## config.mk

```make
export PLATFORM = sky130hd
export DESIGN_NAME = ahb_sram_ctrl
export DESIGN_NICKNAME = d
export VERILOG_FILES = /design/src/rtl/sramc_pkg.sv /design/src/rtl/sramc_lane_dec.sv /design/src/rtl/ahb_sram_ctrl.sv
export SDC_FILE = /design/constraint.sdc
export NUM_CORES = 1
export LEC_CHECK = 0
export ABC_AREA = 1
export BUFFER_PORTS_ARGS = -buffer_cell sky130_fd_sc_hd__buf_2
export CAP_MARGIN = 10
export CORE_AREA = 2 2 77 79
export DETAILED_ROUTE_END_ITERATION = 8
export DIE_AREA = 0 0 79 81
export HOLD_SLACK_MARGIN = 0.08
export PLACE_DENSITY = 0.69
export REMOVE_ABC_BUFFERS = 1
export SYNTH_ARGS = -nofsm -noshare
export SYNTH_HDL_FRONTEND = slang
export SYNTH_SLANG_ARGS = --single-unit
```

## constraint.sdc

```tcl
create_clock -name clk_i -period 1.3 [get_ports clk_i]
set_input_delay 0.195 -clock clk_i [delete_from_list [all_inputs] [get_ports clk_i]]
set_output_delay 0.195 -clock clk_i [all_outputs]
set_load 0.02 [all_outputs]
```

## src/rtl/sramc_pkg.sv

```systemverilog
// sramc_pkg: shared types and constants for the AHB-Lite to SRAM controller.
//   - sramc_state_e : controller FSM states
//   - HTRANS_* / HSIZE_* : AHB encodings
//   - SRAMC_AW / SRAMC_LANES : SRAM word-address width and byte-lane count
package sramc_pkg;

  localparam int unsigned SRAMC_AW    = 13;
  localparam int unsigned SRAMC_LANES = 4;

  localparam logic [1:0] HTRANS_IDLE   = 2'b00;
  localparam logic [1:0] HTRANS_BUSY   = 2'b01;
  localparam logic [1:0] HTRANS_NONSEQ = 2'b10;
  localparam logic [1:0] HTRANS_SEQ    = 2'b11;

  localparam logic [2:0] HSIZE_BYTE = 3'd0;
  localparam logic [2:0] HSIZE_HALF = 3'd1;
  localparam logic [2:0] HSIZE_WORD = 3'd2;

  typedef enum logic [2:0] {
    StIdle,
    StWr,
    StRdIssue,
    StRdData,
    StErr1,
    StErr2
  } sramc_state_e;

endpackage

```

## src/rtl/sramc_lane_dec.sv

```systemverilog
// sramc_lane_dec: combinational byte-lane decoder for one AHB transfer.
// Config macro: SRAMC_ERR_RESP_EN -- when defined, oversize and misaligned transfers
// are flagged illegal; otherwise they are coerced to an aligned access.
// Ports:
//   hsize_i     : AHB transfer size
//   addr_lo_i   : haddr[1:0]
//   lane_mask_o : one bit per byte lane / SRAM bank touched by the transfer
//   illegal_o   : transfer must be answered with an ERROR response
module sramc_lane_dec
  import sramc_pkg::*;
(
  input  logic [2:0]             hsize_i,
  input  logic [1:0]             addr_lo_i,
  output logic [SRAMC_LANES-1:0] lane_mask_o,
  output logic                   illegal_o
);

  always_comb begin
    lane_mask_o = 4'b1111;
    illegal_o   = 1'b0;
    case (hsize_i)
      HSIZE_BYTE: lane_mask_o = 4'b0001 << addr_lo_i;
      HSIZE_HALF: begin
        // addr_lo_i[0] is dropped, which forces the halfword aligned
        lane_mask_o = 4'b0011 << {addr_lo_i[1], 1'b0};
`ifdef SRAMC_ERR_RESP_EN
        illegal_o   = addr_lo_i[0];
`endif
      end
      HSIZE_WORD: begin
`ifdef SRAMC_ERR_RESP_EN
        illegal_o = (addr_lo_i != 2'b00);
`endif
      end
      default: begin
        // Sizes above a word: error, or a plain word access
`ifdef SRAMC_ERR_RESP_EN
        illegal_o = 1'b1;
`endif
      end
    endcase
  end

endmodule

```

## src/rtl/ahb_sram_ctrl.sv

```systemverilog
// ahb_sram_ctrl: AHB-Lite slave driving four 8Kx8 synchronous SRAM banks as one
// 32 KB, 32-bit memory. Writes: zero wait states. Reads: one wait state.
// Config macro: SRAMC_ERR_RESP_EN enables ERROR responses for illegal transfers.
// Ports:
//   clk_i, rst_ni             : clock, synchronous active-low reset
//   hsel_i .. hready_i        : AHB-Lite slave inputs (only haddr_i[14:0] used)
//   hreadyout_o, hresp_o,
//   hrdata_o                  : AHB-Lite slave outputs
//   sram_cs_n_o, sram_wen_o,
//   sram_oen_o                : per-bank active-low strobes (bank i = byte lane i)
//   sram_addr_o               : shared word address
//   sram_wdata_o, sram_rdata_i: SRAM data, lane i <-> bank i
module ahb_sram_ctrl
  import sramc_pkg::*;
(
  input  logic                   clk_i,
  input  logic                   rst_ni,
  input  logic                   hsel_i,
  input  logic [1:0]             htrans_i,
  input  logic                   hwrite_i,
  input  logic [2:0]             hsize_i,
  input  logic [31:0]            haddr_i,
  input  logic [31:0]            hwdata_i,
  input  logic                   hready_i,
  output logic                   hreadyout_o,
  output logic                   hresp_o,
  output logic [31:0]            hrdata_o,
  output logic [SRAMC_LANES-1:0] sram_cs_n_o,
  output logic [SRAMC_LANES-1:0] sram_wen_o,
  output logic [SRAMC_LANES-1:0] sram_oen_o,
  output logic [SRAMC_AW-1:0]    sram_addr_o,
  output logic [31:0]            sram_wdata_o,
  input  logic [31:0]            sram_rdata_i
);

  sramc_state_e state_q, state_d;
  logic [SRAMC_AW-1:0]    addr_q, addr_d;
  logic [SRAMC_LANES-1:0] mask_q, mask_d;

  logic                   accept;
  logic [SRAMC_LANES-1:0] dec_mask;
  logic                   dec_illegal;

  logic unused_inputs;
  assign unused_inputs = ^{haddr_i[31:15], htrans_i[0]};

  // NONSEQ and SEQ are the only transfer types with bit 1 set
  assign accept = hsel_i & hready_i & htrans_i[1];

  sramc_lane_dec u_lane_dec (
    .hsize_i     (hsize_i),
    .addr_lo_i   (haddr_i[1:0]),
    .lane_mask_o (dec_mask),
    .illegal_o   (dec_illegal)
  );

  always_comb begin
    state_d = state_q;
    addr_d  = addr_q;
    mask_d  = mask_q;
    unique case (state_q)
      StRdIssue: state_d = StRdData;
      StErr1:    state_d = StErr2;
      default: begin
        // StIdle, StWr, StRdData, StErr2 all finish with hreadyout high,
        // so a new address phase may be taken here
        if (accept) begin
          addr_d = haddr_i[14:2];
          mask_d = dec_mask;
          if (dec_illegal) begin
            state_d = StErr1;
          end else if (hwrite_i) begin
            state_d = StWr;
          end else begin
            state_d = StRdIssue;
          end
        end else begin
          state_d = StIdle;
        end
      end
    endcase
  end

  always_ff @(posedge clk_i) begin
    if (!rst_ni) begin
      state_q <= StIdle;
      addr_q  <= '0;
      mask_q  <= '0;
    end else begin
      state_q <= state_d;
      addr_q  <= addr_d;
      mask_q  <= mask_d;
    end
  end

  assign sram_addr_o = addr_q;

  // Strobes come only from state_q/mask_q, never straight from the AHB inputs
  always_comb begin
    hreadyout_o  = 1'b1;
    hresp_o      = 1'b0;
    hrdata_o     = '0;
    sram_cs_n_o  = '1;
    sram_wen_o   = '1;
    sram_oen_o   = '1;
    sram_wdata_o = '0;
    unique case (state_q)
      StWr: begin
        sram_cs_n_o  = ~mask_q;
        sram_wen_o   = ~mask_q;
        sram_wdata_o = hwdata_i;
      end
      StRdIssue: begin
        sram_cs_n_o = ~mask_q;
        sram_oen_o  = ~mask_q;
        hreadyout_o = 1'b0;
      end
      StRdData: hrdata_o = sram_rdata_i;
      StErr1: begin
        hresp_o     = 1'b1;
        hreadyout_o = 1'b0;
      end
      StErr2:  hresp_o = 1'b1;
      default: ;
    endcase
    // A write or read cycle that coincides with reset must not touch the SRAM
    if (!rst_ni) begin
      sram_cs_n_o = '1;
      sram_wen_o  = '1;
      sram_oen_o  = '1;
    end
  end

endmodule

```

==> out/qor.csv <==
metric;value;unit
Static Leakage;1.921;nW
remaining routing DRC violations;0;
Worst Tran Pin Value;0.3514;ns
period utilization;110.7;%
synth warn;0;
async set-reset flop share out of synthesis;0;%
crit path time final;1.440;ns
Iteration-0 DRC Markers;72;
Initial Util;27.29;%
layout cells sized above 1;44.63;%
Reg-to-Reg Start;state_q[1];
Layout area overhead;88.93;%
Post-synth EDFFs;0;
Final Net Count;591;
grt met2 use;31.86;%
P_int;1.273;mW
die width;79;um
GRT Util Overall;17.72;%
Reg clk slew, reported paths;0.08;ns
worst skew pair latency;0.26;ns
Crit Path Category;flop to output pin;
Avg Cell Area, Syn;5.129;um^2
Switching Fraction;28.43;%
crit path DAT;1.24;ns
Max Transition Viols Final;0;
fin cells;559;
hold path cells;3;
post-route ant nets;0;
Rows;28;
area leader, netlist;dfxtp_1;
CTS tree;built;
GR Layer Usage met1;22.14;%
status;finished with violations;
reg2reg setup slack;0.06;ns
Via density;4.147;
Hold Startpoint;haddr_i[8];
top cells by area, synth;dfxtp_1 26%, nor2_1 26%, inv_1 22%;
final setup vio count;77;
post-synth top area share;25.85;%
WL final;6.082;mm
max-cap violations;0;
core area;0.005675;mm^2
Netlist cell types;16;
dpl cells;552;
overall power;1.779;mW
CTS H-tree depth;1;
HP Class;primary input to flop;
crit path max fanout;30;
GR Util met3;2.222;%
Post-Synthesis Cell Area;0.001549;mm^2
Seq pwr share;37.2;%
CP Capture Type;output pin;
vias in the first global route;2035;
Layout Skew;0.005128;ns
Worst EP required;1.11;ns
initial antenna violation count;0;
P per Cell Area;608.0;mW/mm^2
Via Count;2318;
final hold vios;0;
die height;81;um
hold-critical path endpoint;sram_addr_o[6];
GR peak layer;met2;
combinational share of power;27.5;%
n_diodes;0;
RSZ-0062 raised after global routing;yes;
Net Sw Power;0.5059;mW
R2R cell count;7;
post-synthesis cell count;302;
top-count cell post-synth;nor2_1;
failing checks;negative setup slack;
drt pass-1 iters;5;
setup ws final;-0.1395;ns
PortBufs;178;
Worst VDD drop;0.3869;mV
CTS Buffer Depth;2;
CTS buffer count;3;
GP Congestion;0.8633;
sequential fraction of the synthesis area;25.85;%
fill count;575;
DP HPWL;4.796;mm
first-pass GRT wire length;9.039;mm
root buf cell;clkbuf_8;
Fmax achieved;694.7;MHz
r2r endpoint;sram_addr_o[1];
slew margin rel.;76.48;%
FF+latch count, synth;20;
clock power share;35.2;%
Synth top cells by count;106 x nor2_1, 91 x inv_1, 39 x nand2_1, 25 x nand3_1, 20 x dfxtp_1;
Overflow after GRT;0;
Die Area;0.006399;mm^2
Post-CTS Hold Fix Bufs;0;
Main synth FF type;dfxtp_1;
clk sink count;20;
largest net degree at the start of global routing;31;
number of I/O pins;197;
WL per Instance;10.88;um
crit path launch type;flop;
==> layer usage <==
| metal | part of all wire [%] | wire length, um |
|---|---|---|
| met1 | 43 | 2610 |
| met2 | 47 | 2863 |
| met3 | 8.6 | 522 |
| met4 | 1.4 | 85 |
| met5 | 0 | 0 |
==> per-stage QoR <==
stage | utilization [%] | instance area [um^2] | hold WS (ns) | TNS (ns) | worst slack, ns
CTS | 50.60 | 2872 | 0.1502 | -8.031 | -0.1446
detailed placement | 44.97 | 2552 | 0.4261 | -2.010 | -0.08215
floorplan | - | 1475 | 0.3154 | -28.14 | -0.4304
global route | 51.57 | 2927 | 0.1545 | -12.93 | -0.2076
global placement | 44.97 | 2552 | 0.4172 | -0.6263 | -0.03689
finish | 51.57 | 2927 | 0.1529 | -6.824 | -0.1395
==> power groups by stage <==
stage / registers [mW] / clock network, mW / logic [mW]
floorplan: 0.703 / 0 / 0.180
global placement: 0.676 / 0 / 0.442
detailed placement: 0.678 / 0 / 0.448
CTS: 0.664 / 0.651 / 0.479
global route: 0.667 / 0.676 / 0.543
finish: 0.662 / 0.627 / 0.490
==> area by class of cell <==
type	instances	area, um^2	share of cell area [%]
clock buffers	3	41.29	1.411
clock inverters	1	30.03	1.026
inverters	92	352.8	12.06
multi-input cells	178	788.3	26.93
flip-flops and latches	20	409.1	13.98
well taps	75	93.84	3.206
repair buffers	190	1211	41.39
==> worst max-delay path by stage <==
stage,startpoint,end,slack (ns),cells after the start
floorplan,state_q[0],sram_cs_n_o[0],-0.43,3
global placement,state_q[1],sram_wdata_o[31],-0.04,5
detailed placement,state_q[1],sram_wdata_o[7],-0.08,5
CTS,state_q[2],sram_wdata_o[7],-0.14,5
global route,state_q[1],sram_wdata_o[15],-0.21,5
finish,state_q[1],sram_wdata_o[18],-0.14,5
==> sequential cells by signal (all words and copies together), names as in the netlist <==
signal and cells:
mask_q 4, sram_addr_o 13, state_q 3
==> cell usage in the layout, fill, tap and decap left out <==
cell type,instances
clkbuf_8,3
inv_1,88
nor3_1,1
inv_2,1
nor2_4,2
buf_2,113
nor2_2,7
nand2_2,1
a21oi_1,2
buf_12,3
dfxtp_4,2
a21oi_4,1
nor2_1,98
dfxtp_1,17
nand3_4,2
bufinv_16,1
nand2_1,39
buf_4,66
inv_4,3
nand3_2,2
buf_6,8
nand3_1,23
dfxtp_2,1
==> logic make-up after synthesis <==
kind of cell / after synthesis / synth area share, %
buf+inv: 104 / 27.06
flops: 20 / 25.85
compound gates: 3 / 0.9690
simple gates: 175 / 46.12
==> worst max-delay path, stage by stage, from the launching register on <==
cell	delay (ns)
dfxtp_4	0.37
inv_4	0.06
nand3_4	0.09
buf_12	0.18
nor2_1	0.12
buf_4	0.16
==> timing repair <==
| item | CTS | global route |
|---|---|---|
| cloned | 0 | 0 |
| endpoints found under the setup margin | 78 | 83 |
| buffers inserted | 2 | 1 |
| resized for setup | 86 | 16 |
(Power assumes the default switching activity.)
